$ cat src/rtl/npc_pkg.sv
// Shared types and constants for the next-PC unit.
// Exception support is compiled in with NPC_EXC_EN.
package npc_pkg;

  typedef enum logic [2:0] {
    BR_NONE = 3'd0,
    BR_BEQ  = 3'd1,
    BR_BNE  = 3'd2,
    BR_BLEZ = 3'd3,
    BR_BGTZ = 3'd4,
    BR_BLTZ = 3'd5,
    BR_BGEZ = 3'd6
  } br_type_e;

  typedef enum logic [1:0] {
    J_NONE = 2'd0,
    J_J    = 2'd1,
    J_JAL  = 2'd2,
    J_JR   = 2'd3
  } j_sel_e;

  typedef enum logic {
    RUN  = 1'b0,
    HOLD = 1'b1
  } state_e;

  localparam logic [31:0] DEF_RESET_PC = 32'h0000_3000;
  localparam logic [31:0] DEF_EXC_PC   = 32'h0000_4180;

  function automatic logic [31:0] sext_imm16_sh2(input logic [15:0] imm);
    return {{14{imm[15]}}, imm, 2'b00};
  endfunction

endpackage

$ cat src/rtl/npc_br_cmp.sv
// Branch condition evaluation on forwarded rs/rt; all compares signed 32-bit.
module npc_br_cmp
  import npc_pkg::*;
(
  input  logic [2:0]  br_type,
  input  logic [31:0] rs,
  input  logic [31:0] rt,
  output logic        cond
);

  always_comb begin
    cond = 1'b0;
    case (br_type)
      BR_BEQ:  cond = (rs == rt);
      BR_BNE:  cond = (rs != rt);
      BR_BLEZ: cond = rs[31] | ~(|rs);
      BR_BGTZ: cond = ~rs[31] & (|rs);
      BR_BLTZ: cond = rs[31];
      BR_BGEZ: cond = ~rs[31];
      default: cond = 1'b0;
    endcase
  end

endmodule

$ cat src/rtl/npc_unit.sv
// Fetch PC register with in-ID branch/jump resolution and stall-tolerant redirect hold.
// Optional exception/eret path (EPC register, exc_i/eret_i/epc_o) enabled by NPC_EXC_EN.
module npc_unit
  import npc_pkg::*;
#(
  parameter int unsigned         PC_W     = 32,
  parameter logic [PC_W-1:0]     RESET_PC = PC_W'(DEF_RESET_PC),
  parameter logic [PC_W-1:0]     EXC_PC   = PC_W'(DEF_EXC_PC)
) (
  input  logic            clk,
  input  logic            rst_n,
  input  logic            stall_i,
  input  logic [PC_W-1:0] id_pc_i,
  input  logic [31:0]     id_instr_i,
  input  logic [2:0]      br_type_i,
  input  logic [1:0]      j_sel_i,
  input  logic [31:0]     rs_val_i,
  input  logic [31:0]     rt_val_i,
  output logic [PC_W-1:0] pc_o,
  output logic [PC_W-1:0] pc4_o,
  output logic [PC_W-1:0] link_o,
  output logic            taken_o,
  output logic            hold_o
`ifdef NPC_EXC_EN
  ,
  input  logic            exc_i,
  input  logic            eret_i,
  output logic [PC_W-1:0] epc_o
`endif
);

  state_e          state;
  logic [PC_W-1:0] pc;
  logic [PC_W-1:0] held_tgt;
  logic [PC_W-1:0] id_pc4;
  logic [PC_W-1:0] br_tgt;
  logic [PC_W-1:0] j_tgt;
  logic [PC_W-1:0] target;
  logic            br_cond;
  logic            unused_bits;

  npc_br_cmp u_br_cmp (
    .br_type (br_type_i),
    .rs      (rs_val_i),
    .rt      (rt_val_i),
    .cond    (br_cond)
  );

  assign id_pc4 = id_pc_i + PC_W'(4);
  assign br_tgt = id_pc4 + PC_W'($signed(sext_imm16_sh2(id_instr_i[15:0])));
  assign j_tgt  = {id_pc4[PC_W-1:28], id_instr_i[25:0], 2'b00};

  // A jump overrides any simultaneous branch request.
  always_comb begin
    target = br_tgt;
    case (j_sel_i)
      J_J, J_JAL: target = j_tgt;
      J_JR:       target = PC_W'(rs_val_i);
      default:    target = br_tgt;
    endcase
  end

  assign taken_o     = br_cond | (j_sel_i != J_NONE);
  assign link_o      = id_pc_i + PC_W'(8);
  assign pc_o        = pc;
  assign pc4_o       = pc + PC_W'(4);
  assign hold_o      = (state == HOLD);
  assign unused_bits = ^{id_instr_i[31:26], EXC_PC};

`ifdef NPC_EXC_EN
  logic [PC_W-1:0] epc;
  assign epc_o = epc;
`endif

  always_ff @(posedge clk or negedge rst_n) begin
    if (!rst_n) begin
      pc       <= RESET_PC;
      state    <= RUN;
      held_tgt <= '0;
`ifdef NPC_EXC_EN
      epc      <= '0;
`endif
    end else begin
`ifdef NPC_EXC_EN
      if (exc_i) begin
        pc       <= EXC_PC;
        epc      <= id_pc_i;
        state    <= RUN;
        held_tgt <= '0;
      end else if (eret_i) begin
        pc       <= epc;
        state    <= RUN;
        held_tgt <= '0;
      end else
`endif
      begin
        case (state)
          RUN: begin
            if (taken_o && stall_i) begin
              held_tgt <= target;
              state    <= HOLD;
            end else if (taken_o) begin
              pc <= target;
            end else if (!stall_i) begin
              pc <= pc + PC_W'(4);
            end
          end
          HOLD: begin
            // ID is frozen on the redirecting instruction, so its taken_o is stale here.
            if (!stall_i) begin
              pc       <= held_tgt;
              held_tgt <= '0;
              state    <= RUN;
            end
          end
          default: state <= RUN;
        endcase
      end
    end
  end

endmodule

$ cat config.mk
export PLATFORM = sky130hd
export DESIGN_NAME = npc_unit
export DESIGN_NICKNAME = d
export VERILOG_FILES = /design/src/rtl/npc_pkg.sv /design/src/rtl/npc_br_cmp.sv /design/src/rtl/npc_unit.sv
export SDC_FILE = /design/constraint.sdc
export NUM_CORES = 1
export LEC_CHECK = 0
export ABC_AREA = 1
export CORE_UTILIZATION = 40
export CTS_CLUSTER_DIAMETER = 40
export DETAILED_ROUTE_END_ITERATION = 10
export PLACE_DENSITY_LB_ADDON = 0.05
export SLEW_MARGIN = 20
export SYNTH_ARGS = -nofsm -noshare
export SYNTH_HDL_FRONTEND = slang
export SYNTH_SLANG_ARGS = --single-unit
export TNS_END_PERCENT = 50
$ cat constraint.sdc
create_clock -name clk -period 2.39 [get_ports clk]
set_input_delay 0.478 -clock clk [delete_from_list [all_inputs] [get_ports clk]]
set_output_delay 0.478 -clock clk [all_outputs]
set_load 0.02 [all_outputs]
==> flow_metrics.env <==
export IMPL_finalSetupViolCount=81
export IMPL_vias_per_cell=5.219
export IMPL_cts_tree="yes"
export IMPL_power_total_w=0.007958
export IMPL_die_area_um2=22320
export IMPL_grt_pass1_wl_um=59830
export IMPL_p_leak_nw=8.685
export IMPL_insertion_delay_ns=0.34
export IMPL_hold_violations=0
export IMPL_top_layer_used="met5"
export IMPL_synth_edf_count=0
export IMPL_gp_congestion=0.9679
export IMPL_outcome="finished, violations left"
export IMPL_dieHeight_um=149.4
export IMPL_timing_fmax_mhz=333.1
export IMPL_path_clk_slew_ns=0.05
export IMPL_synth_ff_type="dfrtp_1"
export IMPL_arrival_ns=3.22
export IMPL_yosysWarningCount=0
export IMPL_route_met3_wl_um=2726
export IMPL_route_detailed_drc=0
export IMPL_violations="negative setup slack"
export IMPL_area_growth_pct=96.26
export IMPL_slew_limit_headroom=0.5938
export IMPL_worstSetupStartpoint="id_pc_i[5]"
export IMPL_crit_type="input port to flip-flop"
export IMPL_power_density_nw_per_um2=466.6
export IMPL_layout_nets=2282
export IMPL_netlist_instances=1494
export IMPL_async_reset_ff_frac=1.000
export IMPL_cts_buffers=9
export IMPL_via_count=12460
export IMPL_io_buffer_count=227
export IMPL_ios=234
export IMPL_clock_path_buffers=2
export IMPL_yosys_area_top_type="nand2_1"
export IMPL_final_core_util=0.8062
export IMPL_dp_hpwl_um=30590
export IMPL_grt_overflow_total=0
export IMPL_drv_slew=0
export IMPL_antenna_found_initial=4
export IMPL_cp_required_ns=2.61
export IMPL_hold_class="input port to asynchronous set/reset pin"
export IMPL_final_cell_area_um2=17050
export IMPL_met1_length_um=15710
export IMPL_wl_per_cell_um=17.56
export IMPL_grt_pass1_vias=11710
export IMPL_holdWs_ns=0.1384
export IMPL_cp_end_kind="flip-flop"
export IMPL_yosysTopAreaCellShare=0.2242
export IMPL_synth_cell_types=45
export IMPL_coreArea_um2=21150
export IMPL_period_needed_ns=3.002
export IMPL_drt_iter0_markers=756
export IMPL_skew_ns=0.007626
export IMPL_grt_start_max_net_pins=66
export IMPL_ys_ff_latch=65
export IMPL_peakVddDrop_v=0.0003886
export IMPL_grt_total_usage=0.3463
export IMPL_met2_length_um=20770
export IMPL_fin_crit_sh=1.256
export IMPL_worstSetupStartpointType="input port"
export IMPL_cp_max_fo=4
export IMPL_rows=53
export IMPL_synth_area_top_cells="nand2_1, dfrtp_1, nand3_1"
export IMPL_ys_seq_area_frac=0.1875
export IMPL_placed_area_um2=14040
export IMPL_initial_utilization=0.4108
export IMPL_htree_num_levels=3
export IMPL_postRouteAntennaNets=0
export IMPL_r2r_start="pc_o[13]$_DFFE_PN1P_"
export IMPL_wl_um=41940
export IMPL_synthesis_nets=1670
export IMPL_clockRootBuffer="clkbuf_16"
export IMPL_worst_pin_slew_ns=0.6093
export IMPL_fin_ws_ns=-0.6121
export IMPL_syn_area_per_cell_um2=5.816
export IMPL_clkSinkCount=65
export IMPL_dr_pass1_iters=5
export IMPL_die_w_um=149.4
export IMPL_cap_violations=0
export IMPL_drive_gt1_frac=0.4443
export IMPL_rsz0062_at_grt="yes"
export IMPL_syn_area_um2=8690
==> cells in the final DEF (no fill, tap or decap), drive strengths merged, types with 5 or more instances in the layout <==
cell           instances
a21oi                 36
a221o                  6
a22o                   6
a22oi                  5
and2                   5
buf                  483
clkbuf                17
clkdlybuf4s15          7
clkdlybuf4s50        123
dfrtp                 63
dlygate4sd2            9
dlymetal6s2s          27
ha                    39
inv                  169
nand2                523
nand3                173
nand4                 14
nor2                 185
nor3                  30
nor4                   8
o21ai                 38
xnor2                 64
xor2                  49
==> cells in the mapped netlist (4+ instances only) <==
master	n
nor2_2	7
nor4_1	8
nor3_1	25
and2_1	4
a22oi_1	5
a221o_1	6
buf_2	8
nor2_1	176
buf_4	9
mux2i_1	4
xor2_1	49
nand2_1	519
clkbuf_1	33
ha_1	39
nor3_2	5
nand4_1	13
nand3_1	170
o21ai_0	27
a221oi_1	4
o21ai_1	11
xnor2_1	63
a21oi_1	36
dfrtp_1	63
a22o_1	6
inv_1	169
==> cells by family (layout without fill, tap and decap cells) <==
logic type	after synthesis	in the layout	share of synthesized area
AOI/OAI and AO/OA	103	103	0.07070
adders and majority gates	40	40	0.05846
other	0	2	0
and+or+nand+nor	945	945	0.4596
muxes	4	4	0.004608
buffers and inverters	224	841	0.1044
xor gates and xnor gates	113	113	0.1148
DFF	65	65	0.1875
==> layer usage <==
| layer | vias up | GRT usage |
|---|---|---|
| met1 | 5764 | 0.4017 |
| met3 | 164 | 0.04618 |
| met5 | - | 0 |
| met4 | 2 | 0.2000 |
| met2 | 587 | 0.6072 |
| li1 | 5945 | - |
==> cell type report <==
cell class	instances	area [um2]
clock buffers	12	246.5
multi-input cells	1205	8454
well taps	275	344.1
flip-flops and latches	65	1629
fillers	1475	4100
clock inverters	4	52.55
diodes	2	5.005
inverters	171	648.1
repair buffers	654	5674
==> report_power, final <==
| part | internal, W | switching (W) | total, W | leakage [nW] |
|---|---|---|---|---|
| registers | 0.00135 | 0.000217 | 0.00157 | 0.823 |
| logic | 0.00241 | 0.00266 | 0.00507 | 7.73 |
| clock network | 0.000836 | 0.000482 | 0.00132 | 0.135 |
==> metrics by stage <==
| stage | setup WS (ns) | std cells | TNS (ns) |
|---|---|---|---|
| floorplan | -0.5019 | 1494 | -14.32 |
| CTS | -0.5230 | 2346 | -19.23 |
| finish | -0.6121 | 2388 | -21.10 |
| global placement | -1.748 | 2306 | -100.46 |
| global route | -0.7879 | 2388 | -32.38 |
| detailed placement | -1.736 | 2306 | -102.25 |
==> critical path, stage by stage <==
cell and delay (ns):
buf_12 0.09, nand2_8 0.05, nor2_4 0.17, nand2_4 0.09
nor2_4 0.13, inv_2 0.07, nor2_2 0.13, xor2_2 0.09
mux2i_1 0.14, inv_1 0.11, ha_1 0.31, a21oi_2 0.27
o21bai_1 0.18, a21oi_4 0.23, nand3_2 0.11, nand2_2 0.10
nand3_4 0.10, nand2_4 0.10, inv_2 0.04, nand2_2 0.06
nand3_2 0.06, nand2_1 0.07, nand2_1 0.04
==> what timing repair did <==
item	4_1_cts	5_1_grt
gates cloned	0	3
hold buffers	0	0
endpoints found under the setup margin	118	118
pin swaps	103	154
resized for setup	524	368
setup buffers	25	40
==> final timing paths <==
check                                          end  slack, ns  depth (start not counted)
min in group clk           held_tgt[8]$_DFFE_PN0P_       0.50                          2
max in group asynchronous     pc_o[13]$_DFFE_PN1P_       1.90                          2
max reg2reg                   pc_o[29]$_DFFE_PN0P_      -0.02                         16
max                           pc_o[24]$_DFFE_PN0P_      -0.61                         23
min reg2reg                held_tgt[8]$_DFFE_PN0P_       0.50                          2
min                            pc_o[3]$_DFFE_PN0P_       0.14                          2
==> sequential cells by signal, summed over array words and instances, names as in the netlist <==
register  count
held_tgt     32
pc_o         32
hold_o        1
Note: power is estimated with default switching activity, not from simulation.
